### config.mk
export PLATFORM = sky130hd
export DESIGN_NAME = run_ctrl
export DESIGN_NICKNAME = d
export VERILOG_FILES = /design/src/rtl/run_ctrl.sv
export SDC_FILE = /design/constraint.sdc
export NUM_CORES = 1
export LEC_CHECK = 0
export BUFFER_PORTS_ARGS = -buffer_cell sky130_fd_sc_hd__buf_2
export CAP_MARGIN = 20
export CORE_MARGIN = 4
export CORE_UTILIZATION = 30
export CTS_BUF_LIST = sky130_fd_sc_hd__clkbuf_8
export DETAILED_ROUTE_END_ITERATION = 12
export GPL_ROUTABILITY_DRIVEN = 1
export PLACE_DENSITY = 0.54
export SLEW_MARGIN = 5
export SYNTH_ARGS = -nofsm -noshare
export SYNTH_HDL_FRONTEND = slang
export SYNTH_SLANG_ARGS = --single-unit
### constraint.sdc
create_clock -name InputClk -period 4.8 [get_ports InputClk]
set_clock_uncertainty 0.2 [all_clocks]
set_input_delay 0.24 -clock InputClk [delete_from_list [all_inputs] [get_ports InputClk]]
set_output_delay 0.24 -clock InputClk [all_outputs]
set_load 0.05 [all_outputs]
### src/rtl/run_ctrl.sv
// CPU run controller: holds the CPU in reset, runs it until halt or cycle budget, keeps run statistics.
// Optional memory-access statistics are built only when RUN_CTRL_MEMSTAT_EN is defined.
module run_ctrl #(
    parameter int CNT_W        = 32,
    parameter int RESET_CYCLES = 4,
    parameter int MAX_CLOCKS   = 1000
) (
    input  logic             InputClk,
    input  logic             rst,
    input  logic             start,
    input  logic             halt,
    input  logic             mem_rd,
    input  logic             mem_wr,
    output logic             cpu_rst,
    output logic             running,
    output logic             done,
    output logic             timeout,
    output logic [CNT_W-1:0] CyclesConsumed,
    output logic [CNT_W-1:0] MemAccesses
);

    localparam logic [1:0] IDLE  = 2'd0;
    localparam logic [1:0] RESET = 2'd1;
    localparam logic [1:0] RUN   = 2'd2;
    localparam logic [1:0] DONE  = 2'd3;

    localparam logic [7:0]       RST_LAST = 8'(RESET_CYCLES - 1);
    localparam logic [CNT_W-1:0] CNT_MAX  = '1;
    localparam logic [CNT_W-1:0] BUDGET   = CNT_W'(MAX_CLOCKS);
    localparam logic [CNT_W-1:0] ONE      = CNT_W'(1);

    logic [1:0]       state;
    logic [7:0]       rstCnt;
    logic [CNT_W-1:0] cycNext;
    logic             launch;

    assign launch  = ((state == IDLE) || (state == DONE)) && start;
    assign cycNext = (CyclesConsumed == CNT_MAX) ? CyclesConsumed : CyclesConsumed + ONE;

    always_ff @(posedge InputClk or negedge rst) begin
        if (!rst) begin
            state          <= IDLE;
            rstCnt         <= '0;
            cpu_rst        <= 1'b1;
            running        <= 1'b0;
            done           <= 1'b0;
            timeout        <= 1'b0;
            CyclesConsumed <= '0;
        end else begin
            case (state)
                IDLE, DONE: begin
                    if (start) begin
                        state          <= RESET;
                        rstCnt         <= '0;
                        cpu_rst        <= 1'b1;
                        running        <= 1'b0;
                        done           <= 1'b0;
                        timeout        <= 1'b0;
                        CyclesConsumed <= '0;
                    end
                end
                RESET: begin
                    if (rstCnt == RST_LAST) begin
                        state   <= RUN;
                        cpu_rst <= 1'b0;
                        running <= 1'b1;
                    end else begin
                        rstCnt <= rstCnt + 8'd1;
                    end
                end
                RUN: begin
                    // The exit cycle is still counted; halt takes priority over budget timeout.
                    CyclesConsumed <= cycNext;
                    if (halt || (cycNext == BUDGET)) begin
                        state   <= DONE;
                        cpu_rst <= 1'b1;
                        running <= 1'b0;
                        done    <= 1'b1;
                        timeout <= !halt;
                    end
                end
                default: begin
                    state   <= IDLE;
                    cpu_rst <= 1'b1;
                    running <= 1'b0;
                    done    <= 1'b0;
                end
            endcase
        end
    end

`ifdef RUN_CTRL_MEMSTAT_EN
    logic [CNT_W-1:0] memCnt;

    always_ff @(posedge InputClk or negedge rst) begin
        if (!rst) begin
            memCnt <= '0;
        end else if (launch) begin
            memCnt <= '0;
        end else if ((state == RUN) && (mem_rd || mem_wr) && (memCnt != CNT_MAX)) begin
            memCnt <= memCnt + ONE;
        end
    end

    assign MemAccesses = memCnt;
`else
    logic unusedMem;

    assign unusedMem   = mem_rd | mem_wr | launch;
    assign MemAccesses = '0;
`endif

endmodule

==> results.md, run 1 <==
- Status: finished, final reports clean
- Power Internal: 818.2 µW
- Fmax: 253.9 MHz
- Area delta synth->final: 9.841%
- Largest net degree at the start of global routing: 47
- Utilization after layout: 34.15%
- Bufs and invs on worst path: 0
- Routed via count: 3432
- Hold_sp: start
- Minimum clock period: 3.938 ns
- Sw frac: 43.70%
- Peak VDD IR: 0.3476 mV
- Drt total wl: 10130 µm
- XOR/XNOR share of the synthesized area: 4.366%
- Setup WS pre-CTS: 0.9680 ns
- Mux share of post-synthesis cell area: 1.143%
- Asr flop ratio synth: 100.0%
- Dpl hpwl: 7370 µm
- Post-CTS setup buffer count: 0
- Post-Syn Area: 3611 µm²
- Gate power share: 43.2%
- Initial Util: 31.09%
- CP required: 4.84 ns
- Crit path max-delay family: simple AND/OR/NAND/NOR gates
- Root buffer cell: clkbuf_8
- Placer Congestion: 0.9162
- Port bufs: 39
- TritonCTS buffer count: 5
- Vias per Instance: 5.491
- DRT Pass-1 Iters: 5
- Seq cells post-synth: 46
- Reg2reg setup slack: 0.86 ns
- Flop pwr share: 32.3%
- Hold WS: 0.09772 ns
- Crit-path cells: nand4_1, or3_1, o31ai_1, mux2i_1, nand4_1, nor4b_1, and3_1, o32a_1
- Post-Synth Adder-Cell Area: 1.733%
- Die H: 117.7 µm
- CP max stage cell: o31ai_1
- Slew Limit Fails: 0
- Ant diodes: 0
- Post-Synth Simple-Gate Area: 27.79%
- Main flop type after synthesis: dfrtp_1
- CP Capture Type: flip-flop
- Post-route ant nets: 0
- Worst-skew pair later-pin latency: 0.31 ns
- Synth Warn #: 0
- Final setup violating endpoints: 0
- Synth Area in Compound Gates: 20.86%
- Actual slew at the worst max-slew pin: 0.7552 ns
- Hold Vio Cnt, Final: 0
- Post-synth EDFFs: 0
- CP Class: reg -> reg
- TritonCTS clock tree: done
- Worst reg2reg path startpoint: CyclesConsumed[14]
- Max-cap viol count: 0
- Cells after Synth: 453
- Io pins: 74
- Core footprint: 11610 µm²
- Vias in the first global route: 3257
- Hold Crit Class: in -> reg
- Period utilization: 82.05%
- Hold Path Stages: 3
- Worst path most repeated cell: nand4_1
- Horizontal die dimension: 117.7 µm
- CTS clk-pin slew, worst paths: 0.10 ns
- Fin nets: 492
- Initial antenna violation count: 0
- First-pass GRT wire length: 16920 µm
- Cell row count: 39
- Setup crit start kind: flip-flop
- Largest family of logic cells by synthesized area: simple AND/OR/NAND/NOR gates
- Relative slew slack: 49.32%
- Htree depth: 2
- Largest stage delay, worst path: 0.61 ns
- Power Density: 366.4 nW/µm²
- TNS Setup: 0 ns
- Post-route DRC: 0
- Maximum root-to-sink buffer count: 2
- DIE AREA: 13860 µm²
- Routed length per instance: 16.21 µm
- Mean Syn Cell Area: 7.971 µm²
- 1st-iter DRT viols: 203
- Psw: 635.1 µW
- Unrepaired setup endpoints after global routing: false
- Clock share of power: 24.5%
- Sequential share of the synthesized area: 31.91%
- Cells on worst reg2reg path: 8
- Crit Path Max Fanout: 14
- Total Routing Usage GR: 14.41%
- R2r endpoint: state[0]
- Leakage: 0.001671 µW
- Overflow after GRT: 0
- Layout cells sized above 1: 16.18%
- Final setup margin: 0.8616 ns
- Clock sink count: 46
- Post-synth cell types: 69
- Hold Crit Endpoint: rstCnt[0]
- CP arrival: 3.98 ns
Yosys cell counts, types with 4 or more instances:
master    number  area, µm²
nand2_1       49      183.9
buf_4         36      270.3
xnor2_1       10      87.58
xor2_1         8      70.07
inv_1         14      52.55
o31ai_1        7      52.55
nor3_1        13      65.06
nor2_1        35      131.4
dfrtp_1       45       1126
a31oi_1       13      81.33
clkbuf_1      18      67.56
nand3_1       21      105.1
a22o_1         4      35.03
or4_1          5      37.54
and3_1        10      62.56
nor4_1         6      37.54
and4_1         5      43.79
ha_1           5      62.56
a21oi_1       19      95.09
nand4_1       16      100.1
o21ai_0       47      235.2
state kept, by name, indices dropped and copies added (netlist names):
register and count:
rstCnt 8, CyclesConsumed 32, cpu_rst 1, done 1, timeout 1, state 2
running 1
worst register-to-register path, delay by kind of cell, from the launching register on:
family             cells  cell delay, ns
AOI/OAI and AO/OA      2            0.78
DFF                    1            0.57
muxes                  1            0.40
and+or+nand+nor        5            1.93
cell type report:
class	instances	area, µm²
Inverter	14	52.55
Clock inverter	3	68.82
Fill cell	1269	7647
Multi-Input combinational cell	364	2145
Tap cell	143	178.9
Sequential cell	46	1152
Clock buffer	5	68.82
Timing Repair Buffer	50	300.3
cells in the final DEF (no fill, tap or decap), types with 3 or more instances in the layout:
cell       n
xnor2_1   10
or4_1      5
mux2i_1    3
nor3b_1    3
buf_4      9
dfrtp_1   45
a21oi_1   19
nand4_1   16
and3_1    10
ha_1       5
o21ai_0   47
a311oi_1   3
nor4_1     5
inv_1     14
or2_2      3
nand2_1   49
clkbuf_8   5
and4_1     5
nor3_1    13
a31oi_1   13
nand3_1   21
xor2_1     8
nor3_2     3
o31ai_1    7
nor2_1    35
a211oi_1   3
buf_2     39
a22o_1     4
conb_1    32
routing by layer:
metal	GRT usage (%)	wire [µm]	part of all wire, %
met3	2.835	596	5.9
met5	0	0	0
met2	24.00	4792	47
met1	19.28	4617	46
met4	3.370	126	1.2
power by group through the flow:
stage | logic, µW | clock network, µW | registers [µW]
floorplan | 417 | 0 | 530
global placement | 615 | 0 | 474
detailed placement | 621 | 0 | 476
CTS | 624 | 368 | 469
global route | 691 | 389 | 475
finish | 628 | 357 | 469
metrics by stage:
step | cell area [µm²] | instances | power, µW
after floorplan | 3727 | 484 | 946.9
after global placement | 3791 | 615 | 1089
after detailed placement | 3791 | 615 | 1097
after CTS | 3939 | 624 | 1460
after global routing | 3966 | 625 | 1555
final | 3966 | 625 | 1453
cell families (layout without fill, tap and decap cells):
family,count (synthesis),after routing
compound gates,119,119
mux,4,4
other cells,1,32
xor+xnor,18,18
buf+inv,74,72
simple gates,186,186
fa+ha+maj,5,5
flops,46,46
how the worst max path moves through the flow:
stage,from,to,slack (ns),cells after the start
after CTS,CyclesConsumed[14],state[0],0.93,8
after global placement,CyclesConsumed[14],running,1.05,8
after detailed placement,CyclesConsumed[14],state[0],0.97,8
after floorplan,CyclesConsumed[0],state[0],1.34,10
after global routing,CyclesConsumed[0],state[0],0.61,9
final,CyclesConsumed[14],state[0],0.86,8
repair_timing:
item,in CTS,in global routing
hold buffers,1,0
endpoints found under the setup margin,0,0
endpoints found under the hold margin,45,0
gates resized for setup,0,0
No activity file was read; power rests on OpenSTA's default activity.
==> run 2, diff against run 1 <==
--- a/config.mk
+++ b/config.mk
@@ -12,7 +12,7 @@
 export CTS_BUF_LIST = sky130_fd_sc_hd__clkbuf_8
 export DETAILED_ROUTE_END_ITERATION = 12
 export GPL_ROUTABILITY_DRIVEN = 1
-export PLACE_DENSITY = 0.54
+export PLACE_DENSITY = 0.56
 export SLEW_MARGIN = 5
 export SYNTH_ARGS = -nofsm -noshare
 export SYNTH_HDL_FRONTEND = slang
==> constraint.sdc (replaced) <==
create_clock -name InputClk -period 3.15 [get_ports InputClk]
set_clock_uncertainty 0.2 [all_clocks]
set_input_delay 0.1575 -clock InputClk [delete_from_list [all_inputs] [get_ports InputClk]]
set_output_delay 0.1575 -clock InputClk [all_outputs]
set_load 0.05 [all_outputs]
==> run 2 against run 1 <==
Net effect: critical path depth increased by 4; critical endpoint is now done; setup slack got worse by 0.85 ns; clock power increased by 54%; via count increased by 8.0%; sequential cell count unchanged; count of clock-buffer cells in the layout increased by 1; global-route usage increased by 1.6 points; critical path type unchanged; design area increased by 20%; routed wire length increased by 12%; sequential power increased by 52%; highest routed layer unchanged; utilization increased by 6.7 points.
==> results.md, run 2 (same netlist as run 1, synthesis figures left out) <==
- CP arrival: 3.12 ns
- CP Capture Type: flip-flop
- Worst-skew pair later-pin latency: 0.30 ns
- Setup crit start kind: flip-flop
- Hold Crit Endpoint: rstCnt[0]
- Max-cap viol count: 0
- Hold Crit Class: in -> reg
- Largest registers: CyclesConsumed: 32 flops, rstCnt: 8 flops, state: 2 flops
- Core footprint: 11610 µm²
- Status: finished, final reports clean
- Area delta synth->final: 31.32%
- Period utilization: 99.56%
- Overflow after GRT: 0
- Dpl hpwl: 8581 µm
- First-pass GRT wire length: 18420 µm
- Routed length per instance: 16.23 µm
- CTS clk-pin slew, worst paths: 0.09 ns
- Fmax: 318.9 MHz
- Routed via count: 3705
- Largest net degree at the start of global routing: 47
- Clock sink count: 46
- Minimum clock period: 3.136 ns
- Relative slew slack: 65.32%
- Cell row count: 39
- DRT Pass-1 Iters: 5
- Die H: 117.7 µm
- Htree depth: 2
- Post-route ant nets: 0
- Peak VDD IR: 0.4425 mV
- Final Total Pwr: 2285 µW
- Hold Path Stages: 3
- R2r endpoint: done
- Power Density: 481.9 nW/µm²
- Root buffer cell: clkbuf_8
- Bufs and invs on worst path: 3
- Vias in the first global route: 3570
- Hold Vio Cnt, Final: 0
- Commonest non-fill, non-tap cells in the layout: buf_4, nand2_1, o21ai_0
- CP max stage cell: or4_1
- Horizontal die dimension: 117.7 µm
- Hold WS: 0.03469 ns
- Utilization after layout: 40.83%
- Worst reg2reg path startpoint: CyclesConsumed[1]
- CP Class: reg -> reg
- Port bufs: 39
- Actual slew at the worst max-slew pin: 0.5167 ns
- Ant diodes: 0
- Total Routing Usage GR: 15.98%
- Crit Path Max Fanout: 4
- CP required: 3.13 ns
- Maximum root-to-sink buffer count: 2
- Crit path max-delay family: simple AND/OR/NAND/NOR gates
- Initial antenna violation count: 0
- Reg2reg setup slack: 0.01 ns
- 1st-iter DRT viols: 218
- Unrepaired setup endpoints after global routing: true
- Final setup violating endpoints: 0
- TritonCTS buffer count: 5
- Post-route DRC: 0
- Levels on crit path: 12
- Initial Util: 31.09%
- Hold_sp: start
- Cells on worst reg2reg path: 12
- Leakage: 0.002080 µW
- Crit-path cells: ha_4, nand4_1, buf_4, nor4_4, buf_4, a311oi_4, xnor2_1, or4_1, nor4_2, buf_4, nand4_1, o2bb2ai_1
- Placer Congestion: 0.9003
- Largest stage delay, worst path: 0.55 ns
- Max reg flops: 32
- TritonCTS clock tree: done
- Io pins: 74
- Slew Limit Fails: 0
- Fin nets: 566
- DIE AREA: 13860 µm²
- Layout cells sized above 1: 34.89%
- Worst path most repeated cell: buf_4
- Most common cell after layout, fill and taps aside: buf_4
- Largest Register: CyclesConsumed
- Drt total wl: 11340 µm
- Vias per Instance: 5.300
[run 2: cell count changes in the layout (fill, tap and decap cells not counted), sizes merged]
cell,previous run,this run
buf,49,123
clkbuf,5,6
clkinv,1,0
[run 2: worst max path at each step]
stage	startpoint	to	slack [ns]
final	CyclesConsumed[1]	done	0.01
after global routing	CyclesConsumed[1]	done	-0.18
after CTS	CyclesConsumed[1]	state[0]	0.002
after detailed placement	CyclesConsumed[3]	done	-0.008
after global placement	CyclesConsumed[3]	done	0.008
after floorplan	CyclesConsumed[0]	state[0]	-0.01
[run 2: power by group]
group	internal (µW)	switching, µW	total [µW]
logic	324	698	1020
registers	660	54.3	714
clock network	339	210	549
[run 2: routing by layer]
| metal | vias to the layer above | track usage, % | wire length [µm] |
|---|---|---|---|
| met5 | - | 0 | 0 |
| met4 | 0 | 3.223 | 126 |
| met3 | 10 | 2.691 | 573 |
| met2 | 100 | 27.49 | 5602 |
| met1 | 1795 | 21.14 | 5041 |
| li1 | 1800 | - | - |
[run 2: final cells by class]
cell class / count / area [µm²]
flip-flops and latches: 46 / 1181
clock buffers: 6 / 82.58
inverters: 14 / 52.55
fillers: 1220 / 6872
multi-input cells: 364 / 2331
repair buffers: 124 / 855.8
clock inverters: 2 / 60.06
well taps: 143 / 178.9
[run 2: tightest hold or removal path, cell delays in order]
cell and delay, ns:
buf_2 0.13, nor3_1 0.13, a211oi_1 0.07
[run 2: timing repair]
action / CTS / global route
pin swaps: 1 / 8
hold endpoints to repair: 45 / 0
resized for setup: 3 / 23
setup endpoints to repair: 5 / 6
buffers inserted: 0 / 7
hold buffers: 1 / 0
[run 2: through the flow]
step / cells / cell area, µm² / setup WS (ns) / setup TNS, ns
global placement: 681 / 4355 / 0.008204 / 0
global route: 699 / 4742 / -0.1825 / -0.8280
finish: 699 / 4742 / 0.01398 / 0
CTS: 690 / 4532 / 0.002359 / 0
floorplan: 484 / 3805 / -0.01199 / -0.02397
detailed placement: 681 / 4355 / -0.008437 / -0.01374
